==> src/rtl/led_pwm_fader.sv <==
// Eight-channel LED fader: each channel ramps its PWM level by one step per
// prescaler tick toward a target chosen from led_in/brightness.
module led_pwm_fader #(
  parameter int unsigned STEP_CYCLES = 23437,
  parameter int unsigned PWM_BITS    = 8
) (
  input  logic                clock,
  input  logic                reset,
  input  logic [7:0]          led_in,
  input  logic [PWM_BITS-1:0] brightness,
  output logic [7:0]          led_out,
  output logic                busy
);

  localparam int unsigned NCH     = 8;
  localparam int unsigned PRESC_W = 24;

  localparam logic [PRESC_W-1:0]  PRESC_LAST = PRESC_W'(STEP_CYCLES - 32'd1);
  localparam logic [PRESC_W-1:0]  PRESC_ONE  = PRESC_W'(32'd1);
  localparam logic [PRESC_W-1:0]  PRESC_ZERO = {PRESC_W{1'b0}};
  localparam logic [PWM_BITS-1:0] LVL_ZERO   = {PWM_BITS{1'b0}};
  localparam logic [PWM_BITS-1:0] LVL_ONE    = PWM_BITS'(32'd1);

  typedef enum logic [1:0] {
    ST_OFF     = 2'd0,
    ST_RISING  = 2'd1,
    ST_ON      = 2'd2,
    ST_FALLING = 2'd3
  } fade_state_e;

  logic [PWM_BITS-1:0] pwm_cnt_r;
  logic [PRESC_W-1:0]  presc_r;
  logic                tick_s;

  logic [PWM_BITS-1:0] target_s    [NCH];
  logic [PWM_BITS-1:0] level_r     [NCH];
  logic [PWM_BITS-1:0] level_nxt_s [NCH];
  fade_state_e         state_r     [NCH];
  fade_state_e         state_nxt_s [NCH];

  logic [7:0] led_out_r;
  logic [7:0] led_nxt_s;
  logic       busy_r;
  logic       busy_nxt_s;

  assign tick_s = (presc_r == PRESC_LAST);

  // Free-running PWM counter and fade-step prescaler
  always_ff @(posedge clock) begin
    if (reset) begin
      pwm_cnt_r <= LVL_ZERO;
      presc_r   <= PRESC_ZERO;
    end else begin
      pwm_cnt_r <= pwm_cnt_r + LVL_ONE;
      presc_r   <= tick_s ? PRESC_ZERO : (presc_r + PRESC_ONE);
    end
  end

  // Per-channel target, one-step level move and fade-state classification
  always_comb begin
    for (int i = 0; i < NCH; i++) begin
      target_s[i]    = led_in[i] ? brightness : LVL_ZERO;
      level_nxt_s[i] = level_r[i];
      state_nxt_s[i] = ST_OFF;

      if (tick_s && (level_r[i] < target_s[i])) begin
        level_nxt_s[i] = level_r[i] + LVL_ONE;
      end else if (tick_s && (level_r[i] > target_s[i])) begin
        level_nxt_s[i] = level_r[i] - LVL_ONE;
      end else begin
        level_nxt_s[i] = level_r[i];
      end

      // State reflects the post-update level so it agrees with level_r next cycle
      if (level_nxt_s[i] < target_s[i]) begin
        state_nxt_s[i] = ST_RISING;
      end else if (level_nxt_s[i] > target_s[i]) begin
        state_nxt_s[i] = ST_FALLING;
      end else if (target_s[i] == LVL_ZERO) begin
        state_nxt_s[i] = ST_OFF;
      end else begin
        state_nxt_s[i] = ST_ON;
      end
    end
  end

  // Fade level and state registers
  always_ff @(posedge clock) begin
    if (reset) begin
      for (int i = 0; i < NCH; i++) begin
        level_r[i] <= LVL_ZERO;
        state_r[i] <= ST_OFF;
      end
    end else begin
      for (int i = 0; i < NCH; i++) begin
        level_r[i] <= level_nxt_s[i];
        state_r[i] <= state_nxt_s[i];
      end
    end
  end

  // PWM compare and busy reduction; OFF forces the drive low as a second guard
  always_comb begin
    led_nxt_s  = 8'h00;
    busy_nxt_s = 1'b0;
    for (int i = 0; i < NCH; i++) begin
      case (state_r[i])
        ST_OFF:  led_nxt_s[i] = 1'b0;
        default: led_nxt_s[i] = (pwm_cnt_r < level_r[i]);
      endcase
      if (level_r[i] != target_s[i]) begin
        busy_nxt_s = 1'b1;
      end else begin
        busy_nxt_s = busy_nxt_s;
      end
    end
  end

  // Registered outputs
  always_ff @(posedge clock) begin
    if (reset) begin
      led_out_r <= 8'h00;
      busy_r    <= 1'b0;
    end else begin
      led_out_r <= led_nxt_s;
      busy_r    <= busy_nxt_s;
    end
  end

  assign led_out = led_out_r;
  assign busy    = busy_r;

endmodule
==> config.mk <==
export PLATFORM = sky130hd
export DESIGN_NAME = led_pwm_fader
export DESIGN_NICKNAME = d
export VERILOG_FILES = /design/src/rtl/led_pwm_fader.sv
export SDC_FILE = /design/constraint.sdc
export NUM_CORES = 1
export LEC_CHECK = 0
export ABC_AREA = 1
export CAP_MARGIN = 10
export CORE_MARGIN = 10
export CORE_UTILIZATION = 50
export DETAILED_ROUTE_END_ITERATION = 6
export PLACE_DENSITY = 0.66
export REMOVE_ABC_BUFFERS = 1
export SYNTH_ARGS = -nofsm -noshare
export SYNTH_HDL_FRONTEND = slang
export SYNTH_SLANG_ARGS = --single-unit
==> constraint.sdc <==
create_clock -name clock -period 3.6 [get_ports clock]
set_input_delay 0.36 -clock clock [delete_from_list [all_inputs] [get_ports clock]]
set_output_delay 0.36 -clock clock [all_outputs]
set_load 0.02 [all_outputs]
; Word-level counts from Yosys, hierarchy flattened
; Memory sizes are Yosys's and may differ from the RTL's.
; Index checks and enable logic that the tools add are counted.
[word_totals]
mem_count = 2
output_inout_bits = 9
ram_bits = 80
reg_bits = 41
inputBits = 18
[memory_table]
columns = name, depth, word_bits, read_ports, rd_ports_with_merged_regs, wr, line
row1 = level_r, 8, 8, 8, 0, 8, 36  ; logic [PWM_BITS-1:0] level_r [NCH];
row2 = state_r, 8, 2, 8, 0, 8, 38  ; fade_state_e state_r [NCH];
[classes]
mux = 75
bitwise_logic = 16
n_lt_le_gt_ge = 40
eq_ne = 9
reduce_logical = 41
addsub = 18
[op_table]
columns = cell, count
row1 = $mux 8, 32
row2 = $lt 8x8->1, 24
row3 = $gt 8x8->1, 16
row4 = $add 8x1->8 const B, 9
row5 = $logic_not 8->1, 8
row6 = $mux 2, 32
row7 = $ne 8x8->1, 8
row8 = $sub 8x1->8 const B, 8
row9 = $add 24x1->24 const B, 1
row10 = $eq 24x15->1 const B, 1
row11 = $reduce_or 2->1, 9
row12 = $logic_and 1x1->1, 16
row13 = $logic_not 2->1, 8
row14 = $or 1x1->1, 16
row15 = $mux 1, 11

; Longest topological paths before layout
[logic_depth]
word_depth = 10
mapped_depth = 26
depth_no_buf = 24

; Worst setup path before layout
; OpenSTA, ideal clock, no wires.
[synth_path]
kind = input -> register
startpoint = input port led_in[1]
endpoint = memory state_r[0][3] in the netlist's numbering
t_required_ns = 3.478
setup_ns = 0.122
arrival_ns = 2.799
n_path_buf = 2
cell_stages = 18
path_slack_ns = 0.679
path_cell_list = clkbuf_1 nand2_1 ha_1 nand2_1 nor2_1 nand2_1 nand2_1 clkbuf_1 nand4_1 nand2_1 nand2_1 nand2_1 inv_1 ha_1 nand4_1 inv_1 nand4_1 o311a_1
[synth_lines]
columns = item, line
row1 = start: declaration, 9  ; input logic [7:0] led_in,
row2 = end: declaration, 38

==> results.txt <==
- Total number of nets in the final design: 2261
- Most common library cells after synthesis: nand2_1 (559), inv_1 (265), nor2_1 (205), ha_1 (203), a21oi_1 (125)
* Total Die Area: 0.0314 sq mm
- The number of antenna violations at the first check in global routing came to 0.
- Max Cap Violations: 0
- By area the synthesized netlist is led by ha_1 (21%), dfxtp_1 (20%), nand2_1 (17%).
- Of the available clock period, the critical path in the final layout requires 0.901.
* Kind of end point of the critical path: flip-flop
* Worst IR drop on VDD: 224 uV
* Routed wire per std cell: 15.6 um
- Number of warnings issued by yosys: 0
- Of all nets on the critical path, the largest fanout is 9.
- The H-tree was split into 4 levels.
- For the worst-skew pair, the clock arrives at the later sink with an insertion delay of 430 ps.
- Once detailed placement completed, the half-perimeter wirelength came to 28300 um.
* Number of buffers and inverters on the critical path: 5
- The analysis attributes to cell leakage a power of ~0.0074 uW.
* CTS Buf Count: 17
- Power spread over the standard cell area amounts to roughly 250 mW/mm^2.
- Type of the worst min-delay path: reg -> reg
- In this run the tightest slew margin relative to its limit is 0.327.
* Library cell with the highest instance count after synthesis: nand2_1
* Number of detailed-routing iterations run before antenna repair: 6
- For this run, the slowest stage of the critical path takes 350 ps.
- Max Transition Viols Final: 0
* Largest net degree at the start of global routing: 80
- Number of flops mapped to enable cells by yosys: 0
- Overflow after GRT: 0
- The final layout contains routed wiring with a total length of 37000 um.
- After synthesis, the share of cell area in mux cells is 0.
- Parity-gate share of the synthesized area counting xor and xnor cells: 0.0311
- The most used flip-flop cell after synthesis is dfxtp_1.
- Worst Setup Start Kind: flip-flop
- At the end of routability-driven placement, the weighted congestion stood at 0.937.
- Count of cells resized by post-cts repair: 0
- Data on the critical path is required at its endpoint by 3870 ps.
- Of the post-synthesis cell area, the dominant cell type holds 0.205.
* Routed via count divided by cell count: approximately 5.5
- The clock arrives with 15.8 ps of skew.
- DR iter-0 viols: 1224
- Of the total synthesized cell area, the portion taken by AND, OR, NAND and NOR gates is 0.368.
- TritonCTS built the clock tree.
- The signal on the critical path passes through inv_1 -> ha_1 -> inv_1 -> nor2_1 -> nand2_1 -> nor2_1 -> nand3_2 -> buf_4 -> nor2_2 -> inv_1 -> nand3_1 -> nand2_1 -> ha_1 -> nand3_1 -> o211ai_1 -> nand2_1 -> o211ai_1 -> inv_1 -> nor2_1 -> nor2_1.
- Number of global-route vias before repair: 12.2k
* Worst setup path class: reg -> reg
- Fraction of final layout cells sized beyond drive strength 1: 0.0638
- Among cell families on the critical path, the largest total delay comes from simple AND/OR/NAND/NOR gates.
- Arrival time of data at the critical path endpoint: about 3500 ps
* Utilization after layout: 0.575
- Count of unresolved DRC violations after routing: 0
- The die is 177 um wide.
* Total Power: 3510 uW
- Summing every instance area after synthesis gives ~0.012 sq mm.
* Average size of a mapped cell: 6.26 sq um
- Compared with the post-synthesis result, the final layout area differs by 13.0%.
- The first global-routing pass estimated 60600 um of wire.
- The slowest stage of the critical path is the dfxtp_1 cell.
* Setup repair after global routing missed its margin: false
- Diodes inserted: 0
* Starting Density: 0.509
* Arithmetic-cell share of the synthesized area counting full adders, half adders and majority gates: 0.205
- Post-route ant nets: 0
- 27 I/O pins were placed.
* Fraction of the mapped netlist area in compound gates: 0.0993
- From bottom edge to top edge, the die measures 177 um.
- Worst hold slack after final layout: 495 ps
* Final critical delay including setup and external delays: 3250 ps
- Post-cts hold buffer count: 0
- After synthesis, the largest family of logic cells by area is simple AND/OR/NAND/NOR gates.
- Flop and latch count out of synthesis: 121
- Of the synthesized area, sequential elements account for 0.196.
- At the pin with the least slew margin, the transition time is 1010 ps.
- Status: finished, final reports clean
* Standard-cell rows: 57
- Root buf cell: clkbuf_16
- For this run, the total global-route usage over all layers was measured as 0.237.
- Clock input transition at the sequential cells of the worst setup and hold paths: 60 ps
- Maximum number of buffers from clock root to sink: 2
* Number of post-CTS setup repair buffers: 0
* Netlist cell types: 39
- Setup-violating endpoint count in the final report: 0
* Detailed-route via count: 13.0k
- The hold violation total from the final report was 0.
- Clock tree synthesis found a total of 121 sinks.
- During placement, the flow inserted port buffers numbering 26.
- Synthesis handed over a netlist of 1977 instances.
- Maximum clock frequency: 308 MHz
- The largest total area in the synthesized netlist belongs to ha_1.
* Async S/R FF share, synth: 0
* Core area: 0.0243 sq mm
## routing by layer
layer  vias to the layer above  wire length, um  global-route usage
li1                       6626                -                   -
met1                      5850            16600               0.300
met2                       414            17400               0.407
met3                        80             2120              0.0312
met4                         0              986              0.0788
met5                         -                0                   0
## path summary, 6_finish.rpt
check	from	to	slack, ps	cells past startpoint
setup / recovery	presc_r[0]	state_r[0][12]	350	20
setup reg to reg	presc_r[0]	state_r[0][12]	350	20
hold reg to reg	presc_r[0]	presc_r[0]	490	1
hold / removal	presc_r[0]	presc_r[0]	490	1
## registers in the layout, indices dropped and copies added (netlist names)
register and flops:
busy 1, led_out 8, level_r 64, presc_r 24, pwm_cnt_r 8, state_r 16
## placed cells by master, fill, tap and decap left out, drive strengths merged, types with 2 or more instances in the layout
| cell type | synthesis | routed |
|---|---|---|
| a211oi | 2 | 2 |
| a21o | 7 | 7 |
| a21oi | 127 | 127 |
| a31oi | 2 | 2 |
| buf | 11 | 71 |
| clkbuf | 41 | 17 |
| clkdlybuf4s50 | 0 | 25 |
| clkinv | 1 | 10 |
| clkinvlp | 0 | 2 |
| dfxtp | 121 | 121 |
| ha | 203 | 203 |
| inv | 272 | 274 |
| nand2 | 560 | 560 |
| nand3 | 127 | 127 |
| nand3b | 4 | 4 |
| nand4 | 96 | 96 |
| nor2 | 215 | 215 |
| nor3 | 40 | 40 |
| nor4 | 8 | 8 |
| o211ai | 11 | 11 |
| o21a | 2 | 2 |
| o21ai | 68 | 68 |
| o311a | 6 | 6 |
| or2 | 7 | 7 |
| xnor2 | 6 | 6 |
| xor2 | 38 | 38 |
## final cells by class
| class | instances | area, sq um |
|---|---|---|
| fill | 2345 | 10300 |
| multi-input combinational | 1531 | 8710 |
| sequential | 121 | 2420 |
| inverter | 273 | 1020 |
| timing repair buffer | 96 | 881 |
| clock buffer | 17 | 425 |
| tap | 324 | 405 |
| clock inverter | 14 | 126 |
## where the power goes
part | internal, uW | switching (uW) | leakage, uW
Combinational | 193 | 294 | 0.00615
Clock | 948 | 698 | 0.000269
Sequential | 1360 | 20.2 | 0.000980
Total | 2500 | 1010 | 0.00740
## cells by family (layout without fill, tap and decap cells)
kind of cell,count (synthesis),in the layout
compound gates,226,226
simple gates,1058,1058
xor+xnor,44,44
buf+inv,325,400
flops,121,121
fa+ha+maj,203,203
## stage by stage
step | instance area (sq um) | setup slack, ps | setup TNS [ps] | std cells
2_1_floorplan | 12200 | 889 | 0 | 1925
3_3_place_gp | 13400 | 28.5 | 0 | 2345
3_5_place_dp | 13400 | -10.7 | -10.7 | 2345
4_1_cts | 14000 | 341 | 0 | 2376
5_1_grt | 14000 | 28.0 | 0 | 2376
6_report | 14000 | 355 | 0 | 2376
(Power assumes the default switching activity.)
